$ cat config.mk
export PLATFORM = sky130hd
export DESIGN_NAME = axi_slave_arbiter
export DESIGN_NICKNAME = d
export VERILOG_FILES = /design/src/rtl/axi_slave_arbiter.sv
export SDC_FILE = /design/constraint.sdc
export NUM_CORES = 1
export LEC_CHECK = 0
export ABC_AREA = 1
export CAP_MARGIN = 5
export CORE_MARGIN = 5
export CORE_UTILIZATION = 45
export CTS_CLUSTER_SIZE = 16
export DETAILED_ROUTE_END_ITERATION = 12
export GPL_ROUTABILITY_DRIVEN = 0
export PLACE_DENSITY = 0.73
export SLEW_MARGIN = 0
export SYNTH_ARGS = -nofsm -noshare
export SYNTH_HDL_FRONTEND = slang
export SYNTH_SLANG_ARGS = --single-unit
$ cat constraint.sdc
create_clock -name ACLK -period 1.5 [get_ports ACLK]
set_input_delay 0.3 -clock ACLK [delete_from_list [all_inputs] [get_ports ACLK]]
set_output_delay 0.3 -clock ACLK [all_outputs]
set_load 0.005 [all_outputs]
$ cat src/rtl/axi_slave_arbiter.sv
// ---------------------------------------------------------------------------
// axi_slave_arbiter : per-slave round-robin arbiter with registered grant and
// lock held from grant until the final response handshake.  Rev 1.0
// ---------------------------------------------------------------------------
`default_nettype none

module axi_slave_arbiter #(
  parameter int NUM_M = 3,
  localparam int IDX_W = (NUM_M > 1) ? $clog2(NUM_M) : 1
) (
  input  logic             ACLK,
  input  logic             ARESETn,
  input  logic [NUM_M-1:0] REQ,
  input  logic             ADDR_HS,
  input  logic             DONE,
  output logic [NUM_M-1:0] GRANT,
  output logic [IDX_W-1:0] GRANT_IDX,
  output logic             BUSY,
  output logic             ADDR_PEND
);

  typedef enum logic [1:0] {
    S_IDLE = 2'd0,
    S_ADDR = 2'd1,
    S_DATA = 2'd2
  } state_t;

  state_t             state_q, state_d;
  logic [NUM_M-1:0]   grant_q, grant_d;
  logic [IDX_W-1:0]   idx_q, idx_d;
  logic [IDX_W-1:0]   rr_ptr_q, rr_ptr_d;

  logic               found;
  logic [IDX_W-1:0]   win;
  logic [IDX_W:0]     sum;
  logic [IDX_W-1:0]   cand;

  // Scan masters starting at rr_ptr, wrapping modulo NUM_M; first requester wins.
  always_comb begin
    found = 1'b0;
    win   = '0;
    sum   = '0;
    cand  = '0;
    for (int k = 0; k < NUM_M; k++) begin
      sum = {1'b0, rr_ptr_q} + (IDX_W+1)'(k);
      if (sum >= (IDX_W+1)'(NUM_M)) begin
        sum = sum - (IDX_W+1)'(NUM_M);
      end
      cand = sum[IDX_W-1:0];
      if (!found && REQ[cand]) begin
        found = 1'b1;
        win   = cand;
      end
    end
  end

  always_comb begin
    state_d  = state_q;
    grant_d  = grant_q;
    idx_d    = idx_q;
    rr_ptr_d = rr_ptr_q;
    case (state_q)
      S_IDLE: begin
        if (found) begin
          state_d  = S_ADDR;
          grant_d  = NUM_M'(1) << win;
          idx_d    = win;
          rr_ptr_d = (win == IDX_W'(NUM_M - 1)) ? '0 : win + 1'b1;
        end
      end
      S_ADDR: begin
        if (ADDR_HS) begin
          if (DONE) begin
            state_d = S_IDLE;
            grant_d = '0;
          end else begin
            state_d = S_DATA;
          end
        end
      end
      S_DATA: begin
        if (DONE) begin
          state_d = S_IDLE;
          grant_d = '0;
        end
      end
      default: begin
        state_d = S_IDLE;
        grant_d = '0;
      end
    endcase
  end

  always_ff @(posedge ACLK or negedge ARESETn) begin
    if (!ARESETn) begin
      state_q  <= S_IDLE;
      grant_q  <= '0;
      idx_q    <= '0;
      rr_ptr_q <= '0;
    end else begin
      state_q  <= state_d;
      grant_q  <= grant_d;
      idx_q    <= idx_d;
      rr_ptr_q <= rr_ptr_d;
    end
  end

  assign GRANT     = grant_q;
  assign GRANT_IDX = idx_q;
  assign BUSY      = (state_q != S_IDLE);
  assign ADDR_PEND = (state_q == S_ADDR);

endmodule

`default_nettype wire

== Word level (Yosys, flattened, before mapping) ==
Index checks and enable logic that the tools add are counted.

* Bits in registers: 9
* Input bits: 7
* Output and inout port bits: 7
* Word-level logic and storage cells: 57

* $add $sub $neg: 6
* Order comparisons: 6
* Eq/ne operators: 6
* Shifts and indexed selects: 1
* Mux-type cells: 25
* Reductions and logical operators: 9

{| class="wikitable"
|+ Operators by type and width
! cell !! count
|-
| $mux W2 || 11
|-
| $lt A2 B3 Y1 const B || 3
|-
| $mux W3 || 3
|-
| $pmux W3 S3 || 1
|-
| $bmux W1 S2 || 3
|-
| $ge A3 B2 Y1 const B || 2
|-
| $mux W1 || 6
|-
| $ne A2 B2 Y1 const B || 3
|-
| $pmux W2 S3 || 1
|-
| $sub A2 B2 Y2 const B || 3
|-
| $eq A2 B2 Y1 const B || 2
|-
| $reduce_and A2 Y1 || 2
|-
| $add A2 B1 Y3 const B || 1
|-
| $add A2 B2 Y3 const B || 1
|-
| $reduce_and A3 Y1 || 1
|-
| $shl A1 B2 Y3 const A || 1
|-
| $add A2 B1 Y2 const B || 1
|-
| $eq A2 B1 Y1 const B || 1
|-
| $ge A2 B2 Y1 const B || 1
|-
| $logic_and A1 B1 Y1 || 2
|-
| $logic_not A1 Y1 || 2
|-
| $logic_not A2 Y1 || 1
|-
| $reduce_bool A2 Y1 || 1
|}

== Longest topological paths before layout ==
Gate-level depths: netlist of run 1.

* Depth in word-level cells: 14
* Gate-level depth with buffers: 11
* Gate-level depth less buffers: 11

== Worst setup path before layout of run 1 ==
No wires, ideal clock.

* Kind: flip-flop to flip-flop
* Start point: register rr_ptr_q[0]
* End point: register grant_q[2], in the netlist GRANT[2]
* Library setup time: 0.076 ns
* Data arrival time: 1.541 ns
* Required time: 1.424 ns
* Path slack: -0.118 ns
* Cell stages (with the launch flop): 10
* Path buffers: 0
* Period minus slack after synthesis: 1.618 ns
* Cell sequence: dfrtp_1 inv_1 ha_1 o21ai_0 nand2_2 nand3_2 nand2_4 nor2_2 inv_2 o21ai_1

* Cells in the longest elaborated chain, start to end: 14
* Elaborated cells on any way between the ends: 32
* Classes of those cells: 5 x add/sub; 3 x order compare; 1 x eq/ne; 1 x shift; 17 x mux; 5 x reduce/logical

{| class="wikitable"
|+ RTL lines
! element !! RTL line !! text
|-
| start: declaration || 31 || <nowiki>logic [IDX_W-1:0] rr_ptr_q, rr_ptr_d;</nowiki>
|-
| start signal: assignment || 104 || <nowiki>rr_ptr_q <= rr_ptr_d;</nowiki>
|-
| parallel branches: the longest is 14 deep, another holds $add A2 B1 Y3 || - ||
|-
| end signal: assignment || 102 || <nowiki>grant_q <= grant_d;</nowiki>
|-
| end: declaration || 29 || <nowiki>logic [NUM_M-1:0] grant_q, grant_d;</nowiki>
|}

Parallel ways; which one is timed is not known. The select of a mux whose other input is x is not followed.
A chain may end at the register's enable or synchronous reset.

== Worst setup path in the final report of run 1 ==
Ends and elaborated chain as after synthesis.

==> flow_summary.toml, run 1 <==
[status]
outcome = "complete, but fails checks"
violations = "setup timing"

[hold_path]
hp-class = "primary input to async pin"

[route]
vias = 757
drt-total-wl_mm = 1.793
detail_route.vias_per_cell = 5.013
drcViolationCount = 0
firstDrtPassIters = 4
drtIter0Drc = 7
ant_nets = 0
wl_per_cell_um = 11.87

[placement]
dp_hpwl_mm = 1.294
io_buffers = 13
post-place-ws_ns = -0.2674
dpl.cell_count = 140
placed_area_um2 = 980.9

[timing]
tightest_slew_ns = 0.3837
rsz0062_at_grt = "yes"
hold_viol = 0
max_slew_margin_pct = 74.34
slew_violations = 0
hold_slack_ns = 0.3305
finalCriticalPeriod_ns = 1.661
fmax_ghz = 0.6019
period_share_pct = 110.8
setup_viol_count_final = 9
fin_ws_ns = -0.1613
fin_skew_ns = 0.003511

[synthesis]
synth.distinct_cells = 18
synth-edff-count = 0
avgSynthCellArea_um2 = 7.194
yosys.area.top_type = "dfrtp_1"
synthCells = 104
syn-num-nets = 118
synth_area_um2 = 748.2
yosysMostFrequentCell = "nand2_1"
ys.warnings.count = 0
seq_area_frac_synth_pct = 30.10
synth-seq-cells = 9
synthTopCellsByCount = "29 x nand2_1, 18 x inv_1, 11 x nand3_1"
yosysTopAreaCellShare_pct = 30.10
synth_area_leaders = "dfrtp_1 30%, nand2_1 15%, ha_1 12%, inv_1 9.0%, nand3_1 7.4%"
synthFlopType = "dfrtp_1"
async_flop_share_pct = 100.0

[grt]
grt_pass1_wl_mm = 3.215
antenna_found_initial = 0
grt.overflow.total = 0
gr-usage-all-layers_pct = 15.81
grt_pass1_vias = 744
grt_max_degree = 10

[worst_setup_path]
worstPathRequired_ns = 1.67
r2r_start = "rr_ptr_q[0]"
worstPathArrival_ns = 1.84
r2r_slack_ns = -0.16
start_kind = "register"
reg2reg_depth = 9
crit_type = "register to register"
cp_max_fo = 6
worstReg2RegEnd = "GRANT[2]"
cp-end-kind = "register"

[floorplanning]
fp.dieW_um = 50.78
die_y_um = 50.78
initial_core_util_pct = 48.54
io_pins = 14
rows = 14
dieArea_mm2 = 0.002578
coreArea_mm2 = 0.001541

[clock_network]
numCtsBuffers = 3
ctsHtreeMaxLevel = 1
clk_latency_ns = 0.25
cts-root-buf = "clkbuf_4"
cts_hold_buffers = 0
cts_sinks = 9
clock_path_buffers = 2
cts_tree = "done"
path_clk_slew_ns = 0.06

[layout]
fillerInstances = 126
stdcell_area_mm2 = 0.001092
area_delta_synth_final_pct = 45.99
antenna_cells = 0
stdcell_count = 151
fin_nets = 150
drive_gt1_share_pct = 38.52

[power]
power_mw = 2.569
power_leakage_nw = 0.5475
p_per_area_mw_per_mm2 = 2352
peakVddDrop_v = 0.001240

[run]
max_cap_viol_count = 0
sequential cells by signal (all words and copies together), names as in the netlist:
name,cells
GRANT,3
state_q,2
GRANT_IDX,2
rr_ptr_q,2
power by group:
| group | switching, mW | total (mW) | internal, mW |
|---|---|---|---|
| combinational | 1.09 | 1.98 | 0.893 |
| sequential | 0.0748 | 0.412 | 0.337 |
| clock | 0.0765 | 0.179 | 0.102 |
cells in the final DEF (no fill, tap or decap):
cell type / count
ha_4: 2
inv_2: 6
nor2_4: 2
nor2_2: 3
nand2_2: 4
dfrtp_1: 9
nor3_1: 1
nand3_1: 10
clkbuf_4: 3
o21ai_2: 4
nor2_1: 2
nand3_2: 3
inv_4: 2
ha_2: 3
o21ai_0: 1
o21ai_1: 5
clkbuf_1: 1
o21ai_4: 1
clkdlybuf4s50_1: 11
nand2_4: 2
nand3_4: 1
ha_1: 2
buf_6: 1
inv_1: 13
buf_4: 13
nand2_1: 27
buf_2: 1
nand4_1: 1
clkbuf_2: 1
critical path, stage by stage (launching register included):
cell     delay [ns]
dfrtp_1        0.40
inv_2          0.07
ha_1           0.25
o21ai_0        0.24
nand2_1        0.14
nand3_2        0.11
nand2_4        0.09
nor2_4         0.10
inv_2          0.05
o21ai_1        0.13
worst max path at each step:
| stage | from | endpoint | slack, ns | cells past startpoint |
|---|---|---|---|---|
| after floorplan | rr_ptr_q[1] | rr_ptr_q[0] | 0.0009 | 10 |
| after global placement | REQ[2] | GRANT[0] | -0.26 | 9 |
| after detailed placement | REQ[2] | GRANT[0] | -0.27 | 9 |
| after CTS | rr_ptr_q[0] | GRANT[0] | -0.13 | 11 |
| after global routing | rr_ptr_q[0] | GRANT[0] | -0.25 | 11 |
| final | rr_ptr_q[0] | GRANT[2] | -0.16 | 9 |
layout make-up:
class	count	area, um^2	share of cell area, %
multi-input cells	74	508.0	46.51
clock buffers	4	26.28	2.405
repair buffers	27	229.0	20.96
well taps	16	20.02	1.833
inverters	21	83.83	7.675
flip-flops and latches	9	225.2	20.62
layer usage:
| layer | GRT usage, % | wire length, um | vias up |
|---|---|---|---|
| li1 | - | - | 388 |
| met1 | 20.57 | 842 | 348 |
| met2 | 24.59 | 857 | 16 |
| met3 | 3.254 | 61 | 5 |
| met4 | 7.660 | 32 | 0 |
| met5 | 0 | 0 | - |
per-stage QoR:
| step | TNS [ns] | util, % |
|---|---|---|
| finish | -1.252 | 70.86 |
| global route | -2.050 | 70.86 |
| CTS | -0.8444 | 68.83 |
| detailed placement | -1.960 | 63.64 |
| global placement | -1.735 | 63.64 |
| floorplan | 0 | - |
cells by family after synthesis:
family                   synth area share, %
adder cells (fa/ha/maj)                11.71
AO/OA/AOI/OAI                          9.364
AND/OR/NAND/NOR                        38.29
buffers and inverters                  10.53
flip-flops                             30.10
what timing repair did:
action / 4_1_cts / 5_1_grt
buffers inserted: 3 / 4
resized for setup: 15 / 9
setup endpoints to repair: 11 / 11
pin swaps: 2 / 4
Note: power is estimated with default switching activity, not from simulation.
==> run 2, diff against run 1 <==
--- a/config.mk
+++ b/config.mk
@@ -7,11 +7,9 @@
 export LEC_CHECK = 0
 export ABC_AREA = 1
 export CAP_MARGIN = 5
-export CORE_MARGIN = 5
 export CORE_UTILIZATION = 45
 export CTS_CLUSTER_SIZE = 16
 export DETAILED_ROUTE_END_ITERATION = 12
-export GPL_ROUTABILITY_DRIVEN = 0
 export PLACE_DENSITY = 0.73
 export SLEW_MARGIN = 0
 export SYNTH_ARGS = -nofsm -noshare
==> run 2 against run 1 <==
The run still ends with setup timing left; worst setup slack better by 0.038 ns; fmax is 2.3% higher; count of clock-buffer cells in the layout stayed put; combinational power is 9% higher; global-route usage is 5.5 points higher; hold slack better by 0.0041 ns; power is 7.0% higher; flip-flop and latch count stayed put; first-iteration DRC count is 130% higher; core utilization is 5.5 points higher; die area is 29% lower; non-clock buffer count is 1 higher; critical endpoint is now state_q[1]; largest power group unchanged.
==> flow_summary.toml, run 2 (synthesis results as in run 1) <==
[timing]
fmax_ghz = 0.6160
rsz0062_at_grt = "yes"
slew_violations = 0
max_slew_margin_pct = 71.08
period_share_pct = 108.2
hold_viol = 0
setup_viol_count_final = 9
finalCriticalPeriod_ns = 1.623
fin_skew_ns = 0.008582
tightest_slew_ns = 0.4293
fin_ws_ns = -0.1235

[run]
max_cap_viol_count = 0

[worst_setup_path]
r2r_start = "rr_ptr_q[1]"
start_kind = "register"
worstReg2RegEnd = "state_q[1]"
r2r_slack_ns = -0.12
crit_type = "register to register"
worstPathArrival_ns = 1.78
reg2reg_depth = 9
cp_max_fo = 5
cp-end-kind = "register"
worstPathRequired_ns = 1.66

[floorplanning]
die_y_um = 42.78
initial_core_util_pct = 49.10
dieArea_mm2 = 0.001830
coreArea_mm2 = 0.001524
rows = 14
io_pins = 14
fp.dieW_um = 42.78

[power]
combPwrFrac_pct = 78.2
power_mw = 2.750
clockPowerShare_pct = 6.9
p_switching_mw = 1.325
peakVddDrop_v = 0.001409
seqPwrFrac_pct = 14.8
switching_share_pct = 48.19
intPower_mw = 1.424
p_per_area_mw_per_mm2 = 2363
power_leakage_nw = 0.5634

[route]
firstDrtPassIters = 4
drt-total-wl_mm = 1.798
drtIter0Drc = 16
ant_nets = 0
drcViolationCount = 0
wl_per_cell_um = 11.83
detail_route.vias_per_cell = 4.980
vias = 757

[clock_network]
cts_sinks = 9
clk_latency_ns = 0.26
cts_hold_buffers = 0
ctsHtreeMaxLevel = 1
path_clk_slew_ns = 0.07
numCtsBuffers = 3
clock_path_buffers = 2
cts_tree = "done"
cts-root-buf = "clkbuf_4"

[hold_path]
hp-class = "primary input to async pin"

[grt]
antenna_found_initial = 0
gr-usage-all-layers_pct = 21.31
grt_pass1_vias = 708
grt_pass1_wl_mm = 2.849
grt.overflow.total = 0
grt_max_degree = 10

[layout]
area_delta_synth_final_pct = 55.52
fillerInstances = 119
fin_nets = 151
layout_common_cells = "25 x nand2_1, 13 x buf_4, 11 x inv_1, 11 x clkdlybuf4s50_1, 9 x nand3_1"
drive_gt1_share_pct = 45.59
antenna_cells = 0
mostFrequentLayoutCell = "nand2_1"
utilization_pct = 76.35
stdcell_count = 152
largest_reg_flops = 3

[placement]
dp_hpwl_mm = 1.228
dpl.cell_count = 137
place.gp.congestion = 0.8371
io_buffers = 13

[status]
violations = "setup timing"
outcome = "complete, but fails checks"
-- run 2: cell types whose count changed in the layout (fill, tap and decap cells not counted), sizes merged --
| cell | change |
|---|---|
| clkdlybuf4s15 | +1 |
-- run 2: area by class of cell --
| type | count | area (um^2) | area share [%] |
|---|---|---|---|
| clock buffer | 4 | 26.28 | 2.258 |
| inverter | 21 | 83.83 | 7.204 |
| multi-input combinational | 74 | 561.8 | 48.28 |
| sequential | 9 | 226.5 | 19.46 |
| tap | 16 | 20.02 | 1.720 |
| timing repair buffer | 28 | 245.2 | 21.08 |
-- run 2: power by group through the flow --
stage,sequential (mW),combinational [mW],clock [mW]
finish,0.407,2.15,0.191
floorplan,0.402,1.17,0
CTS,0.395,1.85,0.190
global route,0.415,2.35,0.211
detailed placement,0.413,1.59,0
global placement,0.409,1.57,0
-- run 2: timing repair --
item,in CTS,in global routing
buffers inserted,6,5
pin swaps,6,10
setup endpoints to repair,11,11
resized for setup,16,20
cloned,0,0
-- run 2: how the worst max path moves through the flow --
stage                startpoint          end  cells past startpoint  slack (ns)
floorplan           rr_ptr_q[1]  rr_ptr_q[0]                     10      0.0009
global placement         REQ[1]  rr_ptr_q[0]                      9       -0.21
detailed placement       REQ[2]  rr_ptr_q[0]                      9       -0.25
CTS                 rr_ptr_q[1]  rr_ptr_q[1]                      9       -0.12
global route        rr_ptr_q[1]   state_q[1]                      9       -0.23
finish              rr_ptr_q[1]   state_q[1]                      9       -0.12
-- run 2: critical path, cell delays in order, from the launching register on --
cell,delay [ns]
dfrtp_1,0.44
inv_2,0.14
ha_4,0.18
nand2_1,0.07
nand3_1,0.10
nand2_2,0.11
nand4_1,0.16
nand3_2,0.16
nand2_2,0.12
o21ai_2,0.06
-- run 2: per-layer routing --
| layer | up-vias | share of wire [%] | track usage [%] |
|---|---|---|---|
| li1 | 394 | - | - |
| met1 | 347 | 44 | 24.20 |
| met2 | 12 | 52 | 35.76 |
| met3 | 4 | 2.8 | 6.383 |
| met4 | 0 | 1.9 | 10.63 |
| met5 | - | 0 | 0 |
-- run 2: stage by stage --
stage | TNS, ns | area [um^2] | setup slack, ns | hold slack, ns
after global routing | -1.575 | 1164 | -0.2266 | 0.3721
after global placement | -1.659 | 958.4 | -0.2124 | 0.4700
after floorplan | 0 | 778.2 | 0.0008563 | 0.004409
after CTS | -0.9599 | 1074 | -0.1197 | 0.3381
after detailed placement | -1.920 | 958.4 | -0.2478 | 0.4751
final | -0.9196 | 1164 | -0.1235 | 0.3346
